$ cat config.mk
export PLATFORM = sky130hd
export DESIGN_NAME = fetch_unit
export DESIGN_NICKNAME = d
export VERILOG_FILES = /design/src/rtl/riscv_pkg.sv /design/src/rtl/fetch_fifo.sv /design/src/rtl/fetch_unit.sv
export SDC_FILE = /design/constraint.sdc
export NUM_CORES = 1
export LEC_CHECK = 0
export ABC_AREA = 1
export CORE_ASPECT_RATIO = 0.6
export CORE_MARGIN = 3
export CORE_UTILIZATION = 40
export CTS_CLUSTER_DIAMETER = 150
export DETAILED_ROUTE_END_ITERATION = 10
export HOLD_SLACK_MARGIN = 0.03
export PLACE_DENSITY_LB_ADDON = 0.08
export SYNTH_ARGS = -nofsm -noshare
export SYNTH_HDL_FRONTEND = slang
export SYNTH_SLANG_ARGS = --single-unit
$ cat constraint.sdc
create_clock -name clk -period 5.05 [get_ports clk]
set_input_delay 1.01 -clock clk [delete_from_list [all_inputs] [get_ports clk]]
set_output_delay 1.01 -clock clk [all_outputs]
set_load 0.005 [all_outputs]
$ cat src/rtl/riscv_pkg.sv
// Shared RV32 fetch-side widths, the decode hand-off entry and the fault instruction word.
package riscv_pkg;
   localparam int XLEN = 32;
   localparam int ILEN = 32;

   localparam logic [ILEN-1:0] INST_FAULT = 32'h0;

   typedef struct packed {
      logic [XLEN-1:0] pc;
      logic [ILEN-1:0] inst;
      logic            fault;
   } fetch_entry_t;
endpackage

$ cat src/rtl/fetch_fifo.sv
// In-order buffer of fetch entries, head visible the cycle after push.
// flush beats push; a pop in the flush cycle still counts as a completed read.
module fetch_fifo
   import riscv_pkg::*;
#(
   parameter int unsigned  DEPTH = 2,
   localparam int unsigned CW    = $clog2(DEPTH + 1),
   localparam int unsigned IW    = (DEPTH > 1) ? $clog2(DEPTH) : 1
) (
   input  logic          clk,
   input  logic          rst,
   input  logic          push_i,
   input  fetch_entry_t  push_dat_i,
   input  logic          pop_i,
   input  logic          flush_i,
   output fetch_entry_t  head_o,
   output logic [CW-1:0] count_o,
   output logic          full_o,
   output logic          empty_o
);
   fetch_entry_t  mem_q [DEPTH];
   logic [IW-1:0] wr_q, wr_d, rd_q, rd_d;
   logic [CW-1:0] cnt_q, cnt_d;
   logic          do_push, do_pop;

   function automatic logic [IW-1:0] ptr_inc(input logic [IW-1:0] p);
      return (p == IW'(DEPTH - 1)) ? '0 : p + IW'(1);
   endfunction

   assign full_o  = (cnt_q == CW'(DEPTH));
   assign empty_o = (cnt_q == '0);
   assign count_o = cnt_q;
   assign head_o  = mem_q[rd_q];
   assign do_pop  = pop_i && !empty_o;
   assign do_push = push_i && !flush_i && (!full_o || do_pop);

   always_comb begin
      wr_d  = wr_q;
      rd_d  = rd_q;
      cnt_d = cnt_q;
      if (flush_i) begin
         wr_d  = '0;
         rd_d  = '0;
         cnt_d = '0;
      end else begin
         if (do_push) wr_d = ptr_inc(wr_q);
         if (do_pop)  rd_d = ptr_inc(rd_q);
         cnt_d = cnt_q + CW'(do_push) - CW'(do_pop);
      end
   end

   always_ff @(posedge clk or posedge rst) begin
      if (rst) begin
         wr_q  <= '0;
         rd_q  <= '0;
         cnt_q <= '0;
      end else begin
         wr_q  <= wr_d;
         rd_q  <= rd_d;
         cnt_q <= cnt_d;
      end
   end

   always_ff @(posedge clk) begin
      if (do_push) mem_q[wr_q] <= push_dat_i;
   end
endmodule

$ cat src/rtl/fetch_unit.sv
// RV32 fetch stage: issues word fetches, buffers in-order responses, hands {pc,inst,fault} to decode.
// Response to out_valid takes one cycle; issue stalls once outstanding plus buffered would exceed DEPTH.
module fetch_unit
   import riscv_pkg::*;
#(
   parameter logic [XLEN-1:0] RESET_PC = 32'h0000_0000,
   parameter int unsigned     DEPTH    = 2
) (
   input  logic            clk,
   input  logic            rst,
   output logic            imem_req_valid,
   input  logic            imem_req_ready,
   output logic [XLEN-1:0] imem_req_addr,
   input  logic            imem_rsp_valid,
   input  logic [ILEN-1:0] imem_rsp_data,
   input  logic            imem_rsp_err,
   input  logic            redirect_valid,
   input  logic [XLEN-1:0] redirect_pc,
   output logic            out_valid,
   input  logic            out_ready,
   output logic [ILEN-1:0] out_inst,
   output logic [XLEN-1:0] out_pc,
   output logic            out_fault
);
   localparam int unsigned CW  = $clog2(DEPTH + 1);
   localparam logic [CW:0] CAP = (CW + 1)'(DEPTH);

   logic [XLEN-1:0] pc_q, pc_d, rsp_pc_q, rsp_pc_d, req_addr_q, req_addr_d;
   logic [CW-1:0]   outst_q, outst_d, drop_q, drop_d;
   logic            halted_q, halted_d, pend_q, pend_d, stale_q, stale_d;

   fetch_entry_t    head, push_dat;
   logic [CW-1:0]   count;
   logic [CW:0]     used;
   logic            full, empty, push, pop, req_fire, rsp_keep, rsp_drop;
   logic            can_issue, inject, misal;

   assign misal     = (pc_q[1:0] != 2'b00);
   assign pop       = out_valid && out_ready;
   assign used      = {1'b0, outst_q} + {1'b0, count} - {{CW{1'b0}}, pop};
   assign can_issue = !halted_q && !misal && (used < CAP);

   assign imem_req_valid = !rst && (pend_q || can_issue);
   assign imem_req_addr  = pend_q ? req_addr_q : pc_q;
   assign req_fire       = imem_req_valid && imem_req_ready;

   assign rsp_drop = imem_rsp_valid && (drop_q != '0);
   assign rsp_keep = imem_rsp_valid && (drop_q == '0);
   // a misaligned target is reported only after the old stream has fully drained
   assign inject   = !halted_q && misal && !pend_q && (outst_q == '0);
   assign push     = !redirect_valid && (rsp_keep || inject);

   always_comb begin
      push_dat = '{pc: rsp_pc_q, inst: imem_rsp_err ? INST_FAULT : imem_rsp_data, fault: imem_rsp_err};
      if (inject) push_dat = '{pc: pc_q, inst: INST_FAULT, fault: 1'b1};
   end

   always_comb begin
      pc_d       = pc_q;
      rsp_pc_d   = rsp_pc_q;
      outst_d    = outst_q + CW'(req_fire) - CW'(imem_rsp_valid);
      drop_d     = drop_q + CW'(req_fire && stale_q) - CW'(rsp_drop);
      halted_d   = halted_q || inject || (rsp_keep && imem_rsp_err);
      pend_d     = imem_req_valid && !imem_req_ready;
      stale_d    = stale_q && pend_d;
      req_addr_d = imem_req_addr;
      if (req_fire && !stale_q) pc_d = pc_q + 32'd4;
      if (rsp_keep) rsp_pc_d = rsp_pc_q + 32'd4;
      if (redirect_valid) begin
         pc_d     = redirect_pc;
         rsp_pc_d = redirect_pc;
         halted_d = 1'b0;
         drop_d   = outst_d;
         stale_d  = pend_d;
      end
   end

   always_ff @(posedge clk or posedge rst) begin
      if (rst) begin
         pc_q       <= RESET_PC;
         rsp_pc_q   <= RESET_PC;
         req_addr_q <= '0;
         outst_q    <= '0;
         drop_q     <= '0;
         halted_q   <= 1'b0;
         pend_q     <= 1'b0;
         stale_q    <= 1'b0;
      end else begin
         pc_q       <= pc_d;
         rsp_pc_q   <= rsp_pc_d;
         req_addr_q <= req_addr_d;
         outst_q    <= outst_d;
         drop_q     <= drop_d;
         halted_q   <= halted_d;
         pend_q     <= pend_d;
         stale_q    <= stale_d;
      end
   end

   fetch_fifo #(.DEPTH(DEPTH)) u_buf (
      .clk        (clk),
      .rst        (rst),
      .push_i     (push),
      .push_dat_i (push_dat),
      .pop_i      (pop),
      .flush_i    (redirect_valid),
      .head_o     (head),
      .count_o    (count),
      .full_o     (full),
      .empty_o    (empty)
   );

   assign out_valid = !empty;
   assign out_pc    = empty ? '0 : head.pc;
   assign out_inst  = empty ? '0 : head.inst;
   assign out_fault = !empty && head.fault;

   assert property (@(posedge clk) disable iff (rst) push |-> (!full || pop));
endmodule
# Yosys cells after proc, flatten, opt, wreduce, memory -nomap -nowiden
# Memories as Yosys holds them, arrays and structs flattened.
# Cells that the tools add are included.
dict set report op_classes {
  addsub 12
  n_lt_le_gt_ge 1
  n_reduce_logical 43
  mux 21
  n_eq_ne 1
}
# op n
set ops {}
lappend ops {{$mux W32} 8}
lappend ops {{$mux W65} 1}
lappend ops {{$add A32 B3 Y32 const B} 2}
lappend ops {{$logic_and A1 B1 Y1} 20}
lappend ops {{$reduce_bool A2 Y1} 6}
lappend ops {{$mux W1} 10}
lappend ops {{$logic_not A1 Y1} 9}
lappend ops {{$add A2 B1 Y2} 3}
lappend ops {{$logic_not A2 Y1} 3}
lappend ops {{$sub A2 B1 Y2} 3}
lappend ops {{$logic_or A1 B1 Y1} 5}
lappend ops {{$mux W2} 2}
lappend ops {{$add A2 B2 Y3} 1}
lappend ops {{$lt A3 B2 Y1 const B} 1}
lappend ops {{$sub A3 B1 Y3} 1}
lappend ops {{$add A1 B1 Y1 const B} 2}
lappend ops {{$eq A2 B2 Y1 const B} 1}
dict set report totals {
  out_inout_bits 99
  regBits 107
  memories 1
  mem_bits_rw 130
  elab_cells 90
}
# memory words width read_ports rd_clocked_by_memory_dff wr line_no
set memory_table {}
lappend memory_table {u_buf.mem_q 2 65 1 0 1 fetch_fifo.sv:21} ;# fetch_entry_t mem_q [DEPTH];

# Longest topological paths before layout
dict set report depth {
  ltp_word 13
  depth_mapped 19
  ltp_nobuf 19
}

# Cells and area by module
# Synthesis repeated with hierarchy kept, for this count alone.
dict set report unflattened {
  hier_cells 1527
  hier_area_um2 12136.6
}
# module seq_area_each_um2 cells_each area_each_um2 instances
set modules_own_cells {}
lappend modules_own_cells {fetch_unit 2577.5 1150 7178.1 1}
lappend modules_own_cells {fetch_fifo 4003.8 377 4958.5 1}

# Least setup slack after synthesis
# OpenSTA, ideal clock, no wires.
dict set report synth_path {
  path_kind {input-to-reg}
  from {input rst}
  to {register drop_q[1]}
  cell_stages 9
  t_required_ps 4967
  t_arrival_ps 4608
  path_buffers 0
  setup_slack_ps 359
  cell_sequence {inv_1 > nand3_1 > ha_1 > inv_1 > ha_1 > xnor2_1 > xor2_1 > nand2_1 > o21ai_0}
}
dict set report synth_via {
  elab_cells_between_ends 9
  classes_between {4 x add/sub; 1 x mux; 4 x reduce/logical}
}
# item line_no
set synth_lines {}
lappend synth_lines {{start: declaration} fetch_unit.sv:10} ;# input logic rst,
lappend synth_lines {{$logic_not A1 Y1 (no line)} n/a}
lappend synth_lines {{$logic_and A1 B1 Y1} fetch_unit.sv:43} ;# assign imem_req_valid = !rst && (pend_q || can_issue);
lappend synth_lines {{$logic_and A1 B1 Y1} fetch_unit.sv:45} ;# assign req_fire = imem_req_valid && imem_req_ready;
lappend synth_lines {{$add A2 B1 Y2} fetch_unit.sv:61} ;# outst_d = outst_q + CW'(req_fire) - CW'(imem_rsp_valid);
lappend synth_lines {{$sub A2 B1 Y2} fetch_unit.sv:61}
lappend synth_lines {{named net outst_d[1]} fetch_unit.sv:29} ;# logic [CW-1:0] outst_q, outst_d, drop_q, drop_d;
lappend synth_lines {{$mux W2} fetch_unit.sv:69} ;# if (redirect_valid) begin
lappend synth_lines {{named net drop_d[1]} fetch_unit.sv:29}
lappend synth_lines {{end signal: assignment} fetch_unit.sv:93} ;# drop_q <= drop_d;
lappend synth_lines {{end: declaration} fetch_unit.sv:29}
# The timed path passes the listed nets, and every way through them passes these cells.
# A chain may end at the register's enable or synchronous reset.

# Final worst setup path
dict set report layout_path {
  from {input out_ready}
  to {output imem_req_valid}
}
dict set report layout_via {
  elab_chain_cells 6
}
# item line_no
set layout_rtl {}
lappend layout_rtl {{start: declaration} fetch_unit.sv:20} ;# input logic out_ready,
lappend layout_rtl {{$logic_and A1 B1 Y1} fetch_unit.sv:39} ;# assign pop = out_valid && out_ready;
lappend layout_rtl {{$sub A3 B1 Y3} fetch_unit.sv:40} ;# assign used = {1'b0, outst_q} + {1'b0, count} - {{CW{1'b0}}, pop};
lappend layout_rtl {{$lt A3 B2 Y1} fetch_unit.sv:41} ;# assign can_issue = !halted_q && !misal && (used < CAP);
lappend layout_rtl {{$logic_and A1 B1 Y1} fetch_unit.sv:41}
lappend layout_rtl {{$logic_or A1 B1 Y1} fetch_unit.sv:43}
lappend layout_rtl {{$logic_and A1 B1 Y1} fetch_unit.sv:43}
lappend layout_rtl {{end: declaration} fetch_unit.sv:11} ;# output logic imem_req_valid,
# Every way passes these cells.

==> impl_metrics.env <==
export IMPL_critPathSlowestCell="sky130_fd_sc_hd__clkdlybuf4s50_1"
export IMPL_critPathMaxFanout=4
export IMPL_crit_path_time_final_ns=4.74
export IMPL_drt_first_pass_iters=5
export IMPL_min_path_type="reg -> reg"
export IMPL_critical_register_to_register_path_endpoint="drop_q[1]$_DFF_PP0_"
export IMPL_worst_hold_path_num_cells=2
export IMPL_yosysTopAreaCellShare_pct=33.0
export IMPL_holdCritStartpoint="rsp_pc_q[1]$_DFFE_PP0P_"
export IMPL_finalHoldWorstSlack_ns=0.473
export IMPL_drt_wl_total_um=35300
export IMPL_place_gp_congestion=0.911
export IMPL_tns_setup_ns=0
export IMPL_cts_repair_resized=0
export IMPL_final_core_util_pct=50.7
export IMPL_placementRows=48
export IMPL_fillerInstances=2798
export IMPL_final_setup_skew_ns=0.00759
export IMPL_die_area_sq_um=31800
export IMPL_clk_pin_slew_ns=0.07
export IMPL_p_sw_share_pct=35.2
export IMPL_worst_setup_path_end_kind="primary output"
export IMPL_most_common_library_cell_in_the_layout_ignoring_fill_and_taps="sky130_fd_sc_hd__nand2_1"
export IMPL_number_of_global_route_vias_before_repair=9276
export IMPL_pwr_density_cell_nw_per_um2=469
export IMPL_share_of_cells_above_drive_strength_1_pct=6.63
export IMPL_post_synth_num_cell_types=39
export IMPL_critical_path_most_common_cell="sky130_fd_sc_hd__nand2_1"
export IMPL_cp_buffers_inverters=4
export IMPL_worst_slew_pin_slew_ns=1.10
export IMPL_post_drt_antenna_nets=0
export IMPL_grt_overflow=0
export IMPL_timing_max_cap_violations=0
export IMPL_netlist_instances=1408
export IMPL_drt_first_iter_violations=840
export IMPL_syn_mean_instance_area_sq_um=8.41
export IMPL_pre_cts_slack_ns=0.343
export IMPL_finish_instance_area_sq_um=14700
export IMPL_layout_worst_path_cycle_share_pct=93.9
export IMPL_initial_core_util_pct=40.9
export IMPL_max_stage_delay_ns=0.57
export IMPL_quantity_of_i_o_buffers_inserted_on_ports=169
export IMPL_setup_reg_to_reg_worst_slack_ns=1.82
export IMPL_worstSetupStartpointType="input port"
export IMPL_hpwlAfterDp_um=25000
export IMPL_grt_antenna_before_repair=0
export IMPL_total_switching_power_mw=2.42
export IMPL_post_route_total_power_mw=6.88
export IMPL_finish_cell_count_without_fillers=1983
export IMPL_die_width_um=228
export IMPL_worst_endpoint_required_ns=4.04
export IMPL_vdd_ir_drop_worst_uv=272
export IMPL_pin_count_of_the_biggest_net_entering_global_routing=68
export IMPL_tritoncts_num_buffers=24
export IMPL_timing_critical_path_arrival_ns=3.73
export IMPL_antenna_cells_inserted=0
export IMPL_yosys_warning_count=0
export IMPL_fp_coreArea_sq_um=28900
export IMPL_post_route_drc_count=0
export IMPL_yosys_register_bits=237
export IMPL_run_status="finished clean"
export IMPL_largest_buffer_count_on_any_clock_path=3
export IMPL_boundaryPins=170
export IMPL_insertion_delay_ns=0.52
export IMPL_timing_rr_start="u_buf.count_o[1]$_DFF_PP0_"
export IMPL_clkSinkCount=237
export IMPL_htree_levels=1
export IMPL_combinational_power_share_pct=34.7
export IMPL_post_cts_setup_buffer_count=0
export IMPL_total_area_of_multi_input_combinational_cells_sq_um=4520
export IMPL_seq_power_share_pct=40.5
export IMPL_via_count=9930
export IMPL_post_dp_cell_area_sq_um=13900
export IMPL_cts_root_buf="sky130_fd_sc_hd__clkbuf_16"
export IMPL_count_of_endpoints_failing_setup_in_the_final_report=0
export IMPL_mappedNetlistNets=1490
export IMPL_max_slew_margin_rel_pct=26.7
export IMPL_area_delta_synth_final_pct=24.0
export IMPL_layout_cells_most_common_list="533 x sky130_fd_sc_hd__nand2_1, 168 x sky130_fd_sc_hd__clkdlybuf4s50_1, 130 x sky130_fd_sc_hd__edfxtp_1, 121 x sky130_fd_sc_hd__inv_1, 105 x sky130_fd_sc_hd__dfrtp_1"
export IMPL_synthTopCellsByArea="sky130_fd_sc_hd__edfxtp_1 33%, sky130_fd_sc_hd__dfrtp_1 23%, sky130_fd_sc_hd__nand2_1 17%"
export IMPL_grt_pass1_wl_um=55300
export IMPL_drv_slew=0
export IMPL_reg2regPathDepth=18
export IMPL_post_synth_top_area_cell="sky130_fd_sc_hd__edfxtp_1"
export IMPL_path_cells="clkdlybuf4s50_1 -> inv_1 -> nor2_1 -> ha_1 -> inv_1 -> nand2_1 -> fa_1 -> nand2_1 -> nor2_1 -> nand2_1 -> a21oi_1 -> clkdlybuf4s50_1"
export IMPL_nNetsFinal=1647
export IMPL_internal_power_mw=4.46
export IMPL_fmax_mhz=211
export IMPL_finalHoldViolations=0
export IMPL_final_worst_slack_ns=0.306
export IMPL_vias_per_cell=5.01
export IMPL_synth_sequential_area_ratio_pct=55.6
export IMPL_clkPwrFrac_pct=24.8
export IMPL_placed_cells_incl_taps=1939
export IMPL_gr_usage_all_layers_pct=22.1
export IMPL_ctsHoldBuffers=0
export IMPL_critical_path_class="in -> out"
export IMPL_netlist_area_sq_um=11800
export IMPL_drt_wirelength_per_cell_um=17.8
export IMPL_leakage_nw=6.26
export IMPL_sequential_cell_area_sq_um=6580
export IMPL_top_delay_family_on_crit_path="buffers and inverters"
export IMPL_tritoncts="yes"
export IMPL_rsz0062_at_grt="no"
export IMPL_timing_hold_worst_endpoint="rsp_pc_q[1]$_DFFE_PP0P_"
export IMPL_die_y_um=139
## registers in the layout, indices dropped and copies added (netlist names)
signal and flops:
rsp_pc_q 32, req_addr_q 32, halted_q 1, u_buf.rd_q 1, u_buf.wr_q 1, pend_q 1, drop_q 2, outst_q 2
u_buf.count_o 2, stale_q 1, pc_q 32, u_buf.mem_q 130
## logic make-up (layout without fill, tap and decap cells)
kind of cell | Yosys count | after routing | share of synthesized area [%]
AOI/OAI and AO/OA | 190 | 190 | 8.40
DFF | 237 | 237 | 55.6
buffers and inverters | 194 | 369 | 6.49
xor gates and xnor gates | 17 | 17 | 1.26
adders and majority gates | 11 | 11 | 1.23
and+or+nand+nor | 759 | 759 | 27.1
## power by group through the flow
stage | combinational (mW) | sequential [mW] | clock (mW)
floorplan | 1.29 | 2.74 | 0
global placement | 2.38 | 2.82 | 0
detailed placement | 2.41 | 2.83 | 0
CTS | 2.42 | 2.79 | 1.74
global route | 2.67 | 2.84 | 1.83
finish | 2.39 | 2.79 | 1.71
## layer usage
metal | wire length (um) | share of wire (%) | GRT usage (%)
met1 | 17500 | 50 | 34.1
met4 | 480 | 1.4 | 3.68
met2 | 15000 | 43 | 32.6
met3 | 2330 | 6.6 | 4.46
met5 | 0 | 0 | 0
## tightest hold or removal path: stages, from the launching register on
cell,delay (ns)
sky130_fd_sc_hd__dfrtp_1,0.34
sky130_fd_sc_hd__nand2_1,0.05
sky130_fd_sc_hd__nand2_1,0.04
## layout make-up
| type | count | area share [%] |
|---|---|---|
| clock inverter | 9 | 0.477 |
| sequential | 237 | 44.9 |
| multi-input combinational | 977 | 30.8 |
| timing repair buffer | 188 | 12.5 |
| tap | 400 | 3.41 |
| inverter | 137 | 3.52 |
| clock buffer | 35 | 4.52 |
## synthesized netlist by cell type
cell type                  count
sky130_fd_sc_hd__nor2_1       77
sky130_fd_sc_hd__nor2_2       11
sky130_fd_sc_hd__nand2_4       3
sky130_fd_sc_hd__dfrtp_1     107
sky130_fd_sc_hd__xor2_1       12
sky130_fd_sc_hd__o21bai_1      1
sky130_fd_sc_hd__nand3b_1      4
sky130_fd_sc_hd__o221ai_1      2
sky130_fd_sc_hd__nand2_2       5
sky130_fd_sc_hd__ha_1         10
sky130_fd_sc_hd__nor2_8        1
sky130_fd_sc_hd__nand3_2       3
sky130_fd_sc_hd__o21ai_1      32
sky130_fd_sc_hd__nand3_4       1
sky130_fd_sc_hd__nand4_1       6
sky130_fd_sc_hd__fa_1          1
sky130_fd_sc_hd__nor2_4        8
sky130_fd_sc_hd__nand2_1     533
sky130_fd_sc_hd__o21ai_2       1
sky130_fd_sc_hd__nand3_1     101
sky130_fd_sc_hd__clkinv_1      2
sky130_fd_sc_hd__a21oi_1      74
sky130_fd_sc_hd__nor3b_1       2
sky130_fd_sc_hd__clkbuf_1     21
sky130_fd_sc_hd__xnor2_1       5
sky130_fd_sc_hd__nand4_2       1
sky130_fd_sc_hd__edfxtp_1    130
sky130_fd_sc_hd__o211ai_1      9
sky130_fd_sc_hd__or2_2         1
sky130_fd_sc_hd__inv_2        12
sky130_fd_sc_hd__buf_1        10
sky130_fd_sc_hd__nor3_2        1
sky130_fd_sc_hd__a31oi_1       2
sky130_fd_sc_hd__o21ai_0      67
sky130_fd_sc_hd__inv_1       123
sky130_fd_sc_hd__buf_2        23
sky130_fd_sc_hd__o21a_1        2
sky130_fd_sc_hd__and2_0        1
sky130_fd_sc_hd__buf_4         3
## worst max-delay path by stage
stage               depth (start not counted)       from                   to
floorplan                                   9        rst  drop_q[1]$_DFF_PP0_
global placement                           12  out_ready       imem_req_valid
detailed placement                         12  out_ready       imem_req_valid
CTS                                        12  out_ready       imem_req_valid
global route                               12  out_ready       imem_req_valid
finish                                     12  out_ready       imem_req_valid
No activity file was read; power rests on OpenSTA's default activity.
